### src/rtl/high_score_tracker_pkg.sv
// Shared definitions for the high-score tracker: score geometry and FSM states.
package high_score_tracker_pkg;

  localparam int SCORE_W = 20;
  localparam int DIGIT_W = 4;

  typedef enum logic [2:0] {
    IDLE      = 3'd0,
    SNAP      = 3'd1,
    COMPARE   = 3'd2,
    COMMIT    = 3'd3,
    CELEBRATE = 3'd4
  } state_t;

  // True while a game-over comparison is in flight.
  function automatic logic is_busy(input state_t s);
    return (s == SNAP) || (s == COMPARE) || (s == COMMIT);
  endfunction

endpackage

### src/rtl/high_score_tracker_celebrate_timer.sv
// Celebration timer: counts 60 Hz ticks while active and toggles the blink phase.
// `done` flags the tick that ends the celebration so the FSM can leave in the same cycle.
module high_score_tracker_celebrate_timer #(
  parameter int CELEBRATE_TICKS = 180,
  parameter int BLINK_TICKS     = 15
) (
  input  logic clk,
  input  logic rst,
  input  logic start,
  input  logic abort,
  input  logic tick,
  output logic active,
  output logic blink,
  output logic done
);

  localparam int TW = $clog2(CELEBRATE_TICKS + 1);
  localparam int BW = $clog2(BLINK_TICKS + 1);

  logic [TW-1:0] tick_cnt;
  logic [BW-1:0] blink_cnt;

  assign done = active && tick && (tick_cnt == TW'(CELEBRATE_TICKS - 1));

  // Tick counter (saturating) plus blink half-period counter; abort wins over start.
  always_ff @(posedge clk) begin
    if (rst) begin
      active    <= 1'b0;
      blink     <= 1'b0;
      tick_cnt  <= '0;
      blink_cnt <= '0;
    end else if (abort) begin
      active    <= 1'b0;
      blink     <= 1'b0;
      tick_cnt  <= '0;
      blink_cnt <= '0;
    end else if (start) begin
      active    <= 1'b1;
      blink     <= 1'b1;
      tick_cnt  <= '0;
      blink_cnt <= '0;
    end else if (active && tick) begin
      if (tick_cnt != TW'(CELEBRATE_TICKS)) begin
        tick_cnt <= tick_cnt + TW'(1);
      end
      if (done) begin
        active    <= 1'b0;
        blink     <= 1'b0;
        blink_cnt <= '0;
      end else if (blink_cnt == BW'(BLINK_TICKS - 1)) begin
        blink     <= ~blink;
        blink_cnt <= '0;
      end else begin
        blink_cnt <= blink_cnt + BW'(1);
      end
    end
  end

endmodule

### src/rtl/high_score_tracker.sv
// Session best-score tracker. On game over it snapshots the live BCD score,
// compares it digit by digit (most significant first) against the stored best,
// commits strictly greater scores and launches a timed "new record" blink.
// Handshake: the game pulses are single-cycle strobes with no ready/ack; a
// game-over strobe is accepted only in IDLE and dropped otherwise.
module high_score_tracker
  import high_score_tracker_pkg::*;
#(
  parameter int NUM_DIGITS      = 5,
  parameter int CELEBRATE_TICKS = 180,
  parameter int BLINK_TICKS     = 15
) (
  input  logic                          clk,
  input  logic                          rst,
  input  logic [NUM_DIGITS*DIGIT_W-1:0] i_score,
  input  logic                          i_game_over_pulse,
  input  logic                          i_game_start_pulse,
  input  logic                          i_game_tick_60hz,
  input  logic                          i_show_hi,
  output logic [NUM_DIGITS*DIGIT_W-1:0] o_hi_score,
  output logic [NUM_DIGITS*DIGIT_W-1:0] o_display_score,
  output logic                          o_new_record,
  output logic                          o_blink,
  output logic                          o_busy,
  output state_t                        dbg_state
);

  localparam int SW = NUM_DIGITS * DIGIT_W;
  localparam int IW = (NUM_DIGITS > 1) ? $clog2(NUM_DIGITS) : 1;

  state_t          state, state_n;
  logic [SW-1:0]   snapshot, snapshot_n;
  logic [SW-1:0]   hi, hi_n;
  logic [SW-1:0]   display;
  logic [IW-1:0]   idx, idx_n;
  logic            gt, gt_n;
  logic            pending_clear, pending_clear_n;
  logic [DIGIT_W-1:0] snap_digit, hi_digit;
  logic            timer_start, timer_abort, timer_done;
  logic            timer_active, timer_blink;

  // Select the digit pair under the compare index.
  always_comb begin
    snap_digit = '0;
    hi_digit   = '0;
    for (int i = 0; i < NUM_DIGITS; i++) begin
      if (idx == IW'(i)) begin
        snap_digit = snapshot[i*DIGIT_W +: DIGIT_W];
        hi_digit   = hi[i*DIGIT_W +: DIGIT_W];
      end
    end
  end

  // Next-state and datapath updates; a start strobe seen during the compare
  // (including the COMMIT cycle itself) suppresses the celebration.
  always_comb begin
    state_n         = state;
    snapshot_n      = snapshot;
    idx_n           = idx;
    gt_n            = gt;
    hi_n            = hi;
    pending_clear_n = pending_clear;
    timer_start     = 1'b0;
    timer_abort     = 1'b0;
    unique case (state)
      IDLE: begin
        if (i_game_over_pulse) begin
          state_n         = SNAP;
          pending_clear_n = i_game_start_pulse;
        end
      end
      SNAP: begin
        snapshot_n = i_score;
        idx_n      = IW'(NUM_DIGITS - 1);
        state_n    = COMPARE;
      end
      COMPARE: begin
        if (snap_digit > hi_digit) begin
          gt_n    = 1'b1;
          state_n = COMMIT;
        end else if (snap_digit < hi_digit) begin
          gt_n    = 1'b0;
          state_n = COMMIT;
        end else if (idx == '0) begin
          gt_n    = 1'b0;
          state_n = COMMIT;
        end else begin
          idx_n = idx - IW'(1);
        end
      end
      COMMIT: begin
        if (gt) begin
          hi_n = snapshot;
        end
        if (gt && !(pending_clear || i_game_start_pulse)) begin
          timer_start = 1'b1;
          state_n     = CELEBRATE;
        end else begin
          state_n = IDLE;
        end
      end
      CELEBRATE: begin
        timer_abort = i_game_start_pulse;
        if (i_game_start_pulse || timer_done) begin
          state_n = IDLE;
        end
      end
      default: state_n = IDLE;
    endcase
    if (is_busy(state) && i_game_start_pulse) begin
      pending_clear_n = 1'b1;
    end
    if (state_n == IDLE) begin
      pending_clear_n = 1'b0;
    end
  end

  // FSM and datapath registers.
  always_ff @(posedge clk) begin
    if (rst) begin
      state         <= IDLE;
      snapshot      <= '0;
      idx           <= '0;
      gt            <= 1'b0;
      hi            <= '0;
      pending_clear <= 1'b0;
    end else begin
      state         <= state_n;
      snapshot      <= snapshot_n;
      idx           <= idx_n;
      gt            <= gt_n;
      hi            <= hi_n;
      pending_clear <= pending_clear_n;
    end
  end

  // Registered display mux feeding the score renderers.
  always_ff @(posedge clk) begin
    if (rst) begin
      display <= '0;
    end else begin
      display <= i_show_hi ? hi : i_score;
    end
  end

  high_score_tracker_celebrate_timer #(
    .CELEBRATE_TICKS(CELEBRATE_TICKS),
    .BLINK_TICKS    (BLINK_TICKS)
  ) u_timer (
    .clk   (clk),
    .rst   (rst),
    .start (timer_start),
    .abort (timer_abort),
    .tick  (i_game_tick_60hz),
    .active(timer_active),
    .blink (timer_blink),
    .done  (timer_done)
  );

  assign o_hi_score      = hi;
  assign o_display_score = display;
  assign o_new_record    = timer_active;
  assign o_blink         = timer_blink;
  assign o_busy          = is_busy(state);
  assign dbg_state       = state;

endmodule

### config.mk
export PLATFORM = sky130hd
export DESIGN_NAME = high_score_tracker
export DESIGN_NICKNAME = d
export VERILOG_FILES = /design/src/rtl/high_score_tracker_pkg.sv /design/src/rtl/high_score_tracker_celebrate_timer.sv /design/src/rtl/high_score_tracker.sv
export SDC_FILE = /design/constraint.sdc
export NUM_CORES = 1
export LEC_CHECK = 0
export ABC_AREA = 1
export CORE_ASPECT_RATIO = 2
export CORE_UTILIZATION = 23
export DETAILED_ROUTE_END_ITERATION = 16
export GPL_ROUTABILITY_DRIVEN = 0
export SLEW_MARGIN = 5
export SYNTH_ARGS = -nofsm -noshare
export SYNTH_HDL_FRONTEND = slang
export SYNTH_SLANG_ARGS = --single-unit
### constraint.sdc
create_clock -name clk -period 7.6 [get_ports clk]
set_clock_uncertainty 0.2 [all_clocks]
set_input_delay 0.76 -clock clk [delete_from_list [all_inputs] [get_ports clk]]
set_output_delay 0.76 -clock clk [all_outputs]
set_load 0.1 [all_outputs]
# After elaboration in Yosys (flattened, before gate mapping)
# Cells that the tools add are included.
[word_totals]
register_bits = 82
in_bits = 26
output_inout_bits = 46
wordCells = 100
[op_classes]
addsub = 3
magnitude_cmp = 2
n_eq_ne = 14
n_mux = 40
bitwise_logic = 1
reduce_logical = 29
[op_table]
columns = ["cell", "n"]
rows = [
  ["4-bit two-way mux", 12],
  ["3-bit two-way mux", 9],
  ["20-bit two-way mux", 1],
  ["1-bit two-way mux", 16],
  ["3-bit one-hot mux with 5 select lines", 1],
  ["3-bit by 2-bit equality test with 1-bit output (second input constant)", 4],
  ["2-bit AND reduction", 6],
  ["2-bit nonzero test", 5],
  ["3-bit logical NOT", 3],
  ["8-bit by 1-bit adder with 8-bit output (second input constant)", 1],
  ["8-bit equality test (second input constant)", 1],
  ["8-bit != test (second input constant)", 1],
  ["3-bit by 1-bit equality test with 1-bit output (second input constant)", 2],
  ["3-bit equality test (second input constant)", 2],
  ["2-bit != test (second input constant)", 3],
  ["3-bit one-hot mux with 2 select lines", 1],
  ["3-bit nonzero test", 2],
  ["4-bit by 1-bit adder with 4-bit output (second input constant)", 1],
  ["4-bit equality test (second input constant)", 1],
  ["4-bit greater-than comparator", 1],
  ["1-bit logical AND", 4],
  ["1-bit logical OR", 4],
  ["4-bit less-than comparator", 1],
  ["4-bit AND reduction", 1],
  ["other kinds (5)", 6],
]

# Logic depth before layout (Yosys ltp)
[depth]
depth_word = 12
ltp_mapped = 20
depth_no_buf = 20

# Hierarchy
# Synthesis repeated with hierarchy kept, for this count alone.
[unflattened]
cells_unflattened = 506
area_unflattened_um2 = 3794.9
[by_module_without_submodules]
columns = ["module", "instances", "cells_each", "area_per_inst_um2", "seq_area_each_um2"]
rows = [
  ["high_score_tracker", 1, 390, 2997.9, 1361.3],
  ["high_score_tracker_celebrate_timer", 1, 116, 797.0, 280.3],
]

# Worst setup path before layout
# No wires, ideal clock.
[synth_timing]
path_type = "register to output"
startpoint = "register state[0], in the netlist dbg_state[0]"
endpoint = "output port o_busy"
t_arrival_ps = 2488
t_required_ps = 6640
path_slack_ps = 4152
path_stages_with_launch = 3
n_path_buf = 0
cell_sequence = "dfxtp_1 > nor2_1 > nor2_1"
[synth_via]
elab_chain_cells = 3
word_cells_on_any_way = 5
classes_between = "3 x eq/ne; 2 x reduce/logical"
[synth_rtl]
columns = ["element", "line", "text"]
rows = [
  ["start, declared", "high_score_tracker.sv:31", "state_t state, state_n;"],
  ["start signal, assigned", "high_score_tracker.sv:128", "state <= state_n;"],
  ["3-bit by 1-bit equality test with 1-bit output / 3-bit by 2-bit equality test with 1-bit output (equally long branches)", "high_score_tracker_pkg.sv:17", "return (s == SNAP) || (s == COMPARE) || (s == COMMIT);"],
  ["1-bit logical OR", "high_score_tracker_pkg.sv:17", ""],
  ["1-bit logical OR (*)", "high_score_tracker_pkg.sv:17", ""],
  ["end, declared", "high_score_tracker.sv:24", "output logic o_busy,"],
]
# Mark *: on every way between the ends. The rest lies on a longest branch, timed or not.

# Final worst setup path
# Same ends and word-level chain as after synthesis.

==> impl_metrics.py <==
metrics = {
    "clock_tree": {
        "post-cts-setup-buffers": 0,
        "cts_sinks": 82,
        "post_cts_resized": 0,
        "cts_max_level": 3,
        "clk_pin_slew_ns": 0.06,
        "cts_buffers": 9,
        "clock-root-buffer": "clkbuf_16",
        "clock_latency_ns": 0.34,
        "max-clock-path-buffers": 2,
        "tritoncts": "done",
        "hold_buffers": 0,
    },
    "setup_path": {
        "cpLargestDelayFamily": "buffers and inverters",
        "cp_cell_sequence": "nor2_1 > nor2_1 > clkdlybuf4s50_1",
        "r2r-end": "idx[2]",
        "crit_type": "reg2out",
        "r2r-start": "idx[1]",
        "crit_required_ns": 6.64,
        "crit_cells": 3,
        "crit_path_max_fanout": 6,
        "end_kind": "output pin",
        "cpPeakStageDelay_ns": 1.17,
        "crit_path_start_kind": "flop",
        "crit_slowest_cell": "clkdlybuf4s50_1",
        "cp_num_buf_inv": 1,
        "r2r_cells": 17,
        "arrival_ns": 2.23,
        "crit_path_frequent_cell": "nor2_1",
        "rrSetupSlack_ns": 4.64,
    },
    "min_path": {
        "min_to": "gt",
        "hold_depth": 2,
        "worstHoldStart": "gt",
        "hold_class": "reg2reg",
    },
    "synth": {
        "ys_seq_area_share_pct": 45.1,
        "synth.distinct_cells": 31,
        "avgSynthCellArea_um2": 7.48,
        "netlist_instances": 487,
        "yosys_warnings": 0,
        "synth_area_um2": 3640,
        "ys_ff_latch": 82,
        "synth_fp_nets": 526,
    },
    "timing": {
        "finalCritPeriodShare_pct": 42.0,
        "rsz0062_at_grt": "false",
        "period_needed_ns": 3.19,
        "setup_viol": 0,
        "slew_headroom_pct": 31.9,
        "worst_pin_slew_ns": 1.02,
        "fin_ws_ns": 4.41,
        "drv_slew": 0,
        "finalSetupTns_ns": 0,
        "final-hold-violation-count": 0,
        "fmax_mhz": 313,
    },
    "finish": {
        "fin_area_um2": 4820,
        "register_area_um2": 1640,
        "num_antenna_cells": 0,
        "multi_input_area_um2": 1700,
        "syn2layout_area_growth_pct": 32.2,
        "drive_gt1_share_pct": 5.58,
        "layout.nets": 590,
        "num-fill-cells": 1678,
    },
    "outcome": {
        "status": "completed",
    },
    "floorplanning": {
        "rows": 64,
        "dieHeight_um": 180,
        "die_w_um": 91.0,
        "die_area_um2": 16400,
        "ioPinCount": 72,
        "initial_core_util_pct": 23.7,
        "core-area_um2": 15400,
    },
    "route": {
        "vias": 3377,
        "route.detailed.drc": 0,
        "via_per_inst": 4.48,
        "drtPass1Iterations": 5,
        "routedWlPerCell_um": 12.9,
        "drtAntennaViolNets": 0,
        "drtIter0Drc": 182,
        "wirelength_mm": 9.71,
    },
    "global_route": {
        "first_global_vias": 3325,
        "grt_antenna_before_repair": 0,
        "overflow": 0,
        "grt_max_degree": 65,
        "grt_pass1_wl_mm": 16.1,
        "grt_usage_pct": 12.4,
    },
    "flow_run": {
        "maxCapViolCount": 0,
    },
    "power_and_ir_drop": {
        "powerDensity_nw_per_um2": 228,
        "total_power_mw": 1.10,
        "ir_drop_v": 0.000106,
        "leakage_nw": 1.87,
    },
    "place": {
        "dp_hpwl_mm": 7.19,
        "preCtsSetupSlack_ns": 4.41,
        "portBuffers": 71,
        "post_dp_cell_area_um2": 4520,
    },
}
-- how the worst max path moves through the flow --
stage,to,slack [ns],from
floorplan,o_busy,4.15,dbg_state[0]
global placement,o_display_score[17],4.39,i_show_hi
detailed placement,o_display_score[9],4.41,i_show_hi
CTS,o_busy,4.39,dbg_state[0]
global route,idx[2],4.31,idx[1]
finish,o_busy,4.41,dbg_state[0]
-- cell type report --
cell class,instances,share of cell area [%]
Sequential cell,82,34.1
Tap cell,198,5.14
Multi-Input combinational cell,329,35.3
Timing Repair Buffer,72,14.9
Clock inverter,7,1.43
Clock buffer,9,4.68
Inverter,57,4.44
-- synthesized netlist by cell type --
cell type | instances | share of area [%]
o211ai_1 | 5 | 1.0
clkinv_1 | 3 | 0.31
xor2_1 | 4 | 0.96
dfxtp_1 | 82 | 45
nor3_1 | 2 | 0.27
nor4_1 | 1 | 0.17
a22oi_1 | 3 | 0.62
clkbuf_1 | 12 | 1.2
inv_1 | 50 | 5.2
nor2_4 | 1 | 0.31
a31oi_2 | 1 | 0.34
ha_1 | 13 | 4.5
nand3_1 | 32 | 4.4
buf_4 | 3 | 0.62
o22ai_1 | 2 | 0.34
nor2_2 | 1 | 0.17
nand2_1 | 61 | 6.3
nor2_1 | 54 | 5.6
nand4_1 | 4 | 0.69
o21ai_4 | 1 | 0.45
buf_1 | 1 | 0.10
inv_2 | 4 | 0.41
a31o_2 | 1 | 0.24
nand3_2 | 2 | 0.55
a21oi_1 | 62 | 8.5
xnor2_1 | 3 | 0.72
or2_2 | 1 | 0.17
nor3_2 | 1 | 0.27
buf_2 | 3 | 0.41
o21ai_1 | 19 | 2.6
o21ai_0 | 55 | 7.6
-- logic make-up after synthesis --
logic type,Yosys count,share of synthesized area [%]
AOI/OAI and AO/OA,149,21.7
xor gates and xnor gates,7,1.68
adders and majority gates,13,4.46
buffers and inverters,76,8.24
DFF,82,45.1
and+or+nand+nor,160,18.9
-- stage by stage --
step | cells | utilization (%) | hold WS [ns]
finish | 754 | 31.3 | 0.269
detailed placement | 738 | 29.4 | 0.260
global placement | 738 | 29.4 | 0.258
floorplan | 487 | - | 0.234
CTS | 754 | 31.3 | 0.269
global route | 754 | 31.3 | 0.304
-- worst register-to-register path, cell delays in order, from the launching register on --
cell      delay (ns)
dfxtp_1         0.34
inv_1           0.11
ha_1            0.16
clkinv_1        0.20
nor2_2          0.32
nand2_1         0.08
nand3_1         0.10
o211ai_1        0.11
nand3_1         0.09
o21ai_0         0.09
ha_1            0.31
nand4_1         0.14
nor2_1          0.12
nand2_1         0.08
nand2_1         0.15
nand2_1         0.11
nand2_1         0.08
a21oi_1         0.06
-- cell usage in the layout (no fill, tap or decap), types with 3 or more instances in the layout --
master,count
a22oi_1,3
nand4_1,4
xnor2_1,3
inv_1,50
o21ai_0,55
inv_2,5
nand3_1,32
ha_1,13
clkbuf_16,9
a21oi_1,62
nand2_1,61
nor2_1,54
o211ai_1,5
clkdlybuf4s50_1,71
o21ai_1,19
dfxtp_1,82
xor2_1,4
clkinv_2,3
-- metal layers --
| layer | track usage, % | vias to the layer above | part of all wire [%] |
|---|---|---|---|
| li1 | - | 1751 | - |
| met1 | 12.8 | 1526 | 39 |
| met2 | 23.2 | 80 | 54 |
| met3 | 2.28 | 20 | 4.3 |
| met4 | 6.54 | 0 | 3.1 |
| met5 | 0 | - | 0 |
-- state kept, by name, summed over array words and instances (netlist names) --
| name | cells |
|---|---|
| u_timer.blink | 1 |
| pending_clear | 1 |
| snapshot | 20 |
| o_hi_score | 20 |
| gt | 1 |
| o_display_score | 20 |
| idx | 3 |
| u_timer.blink_cnt | 4 |
| u_timer.active | 1 |
| dbg_state | 3 |
| u_timer.tick_cnt | 8 |
-- where the power goes --
| part | leakage (nW) | internal (mW) | switching (mW) |
|---|---|---|---|
| clock | 0.142 | 0.254 | 0.177 |
| sequential | 0.669 | 0.453 | 0.0139 |
| combinational | 1.05 | 0.0612 | 0.142 |
| total | 1.87 | 0.767 | 0.332 |
Power figures use the tool's default switching activity.
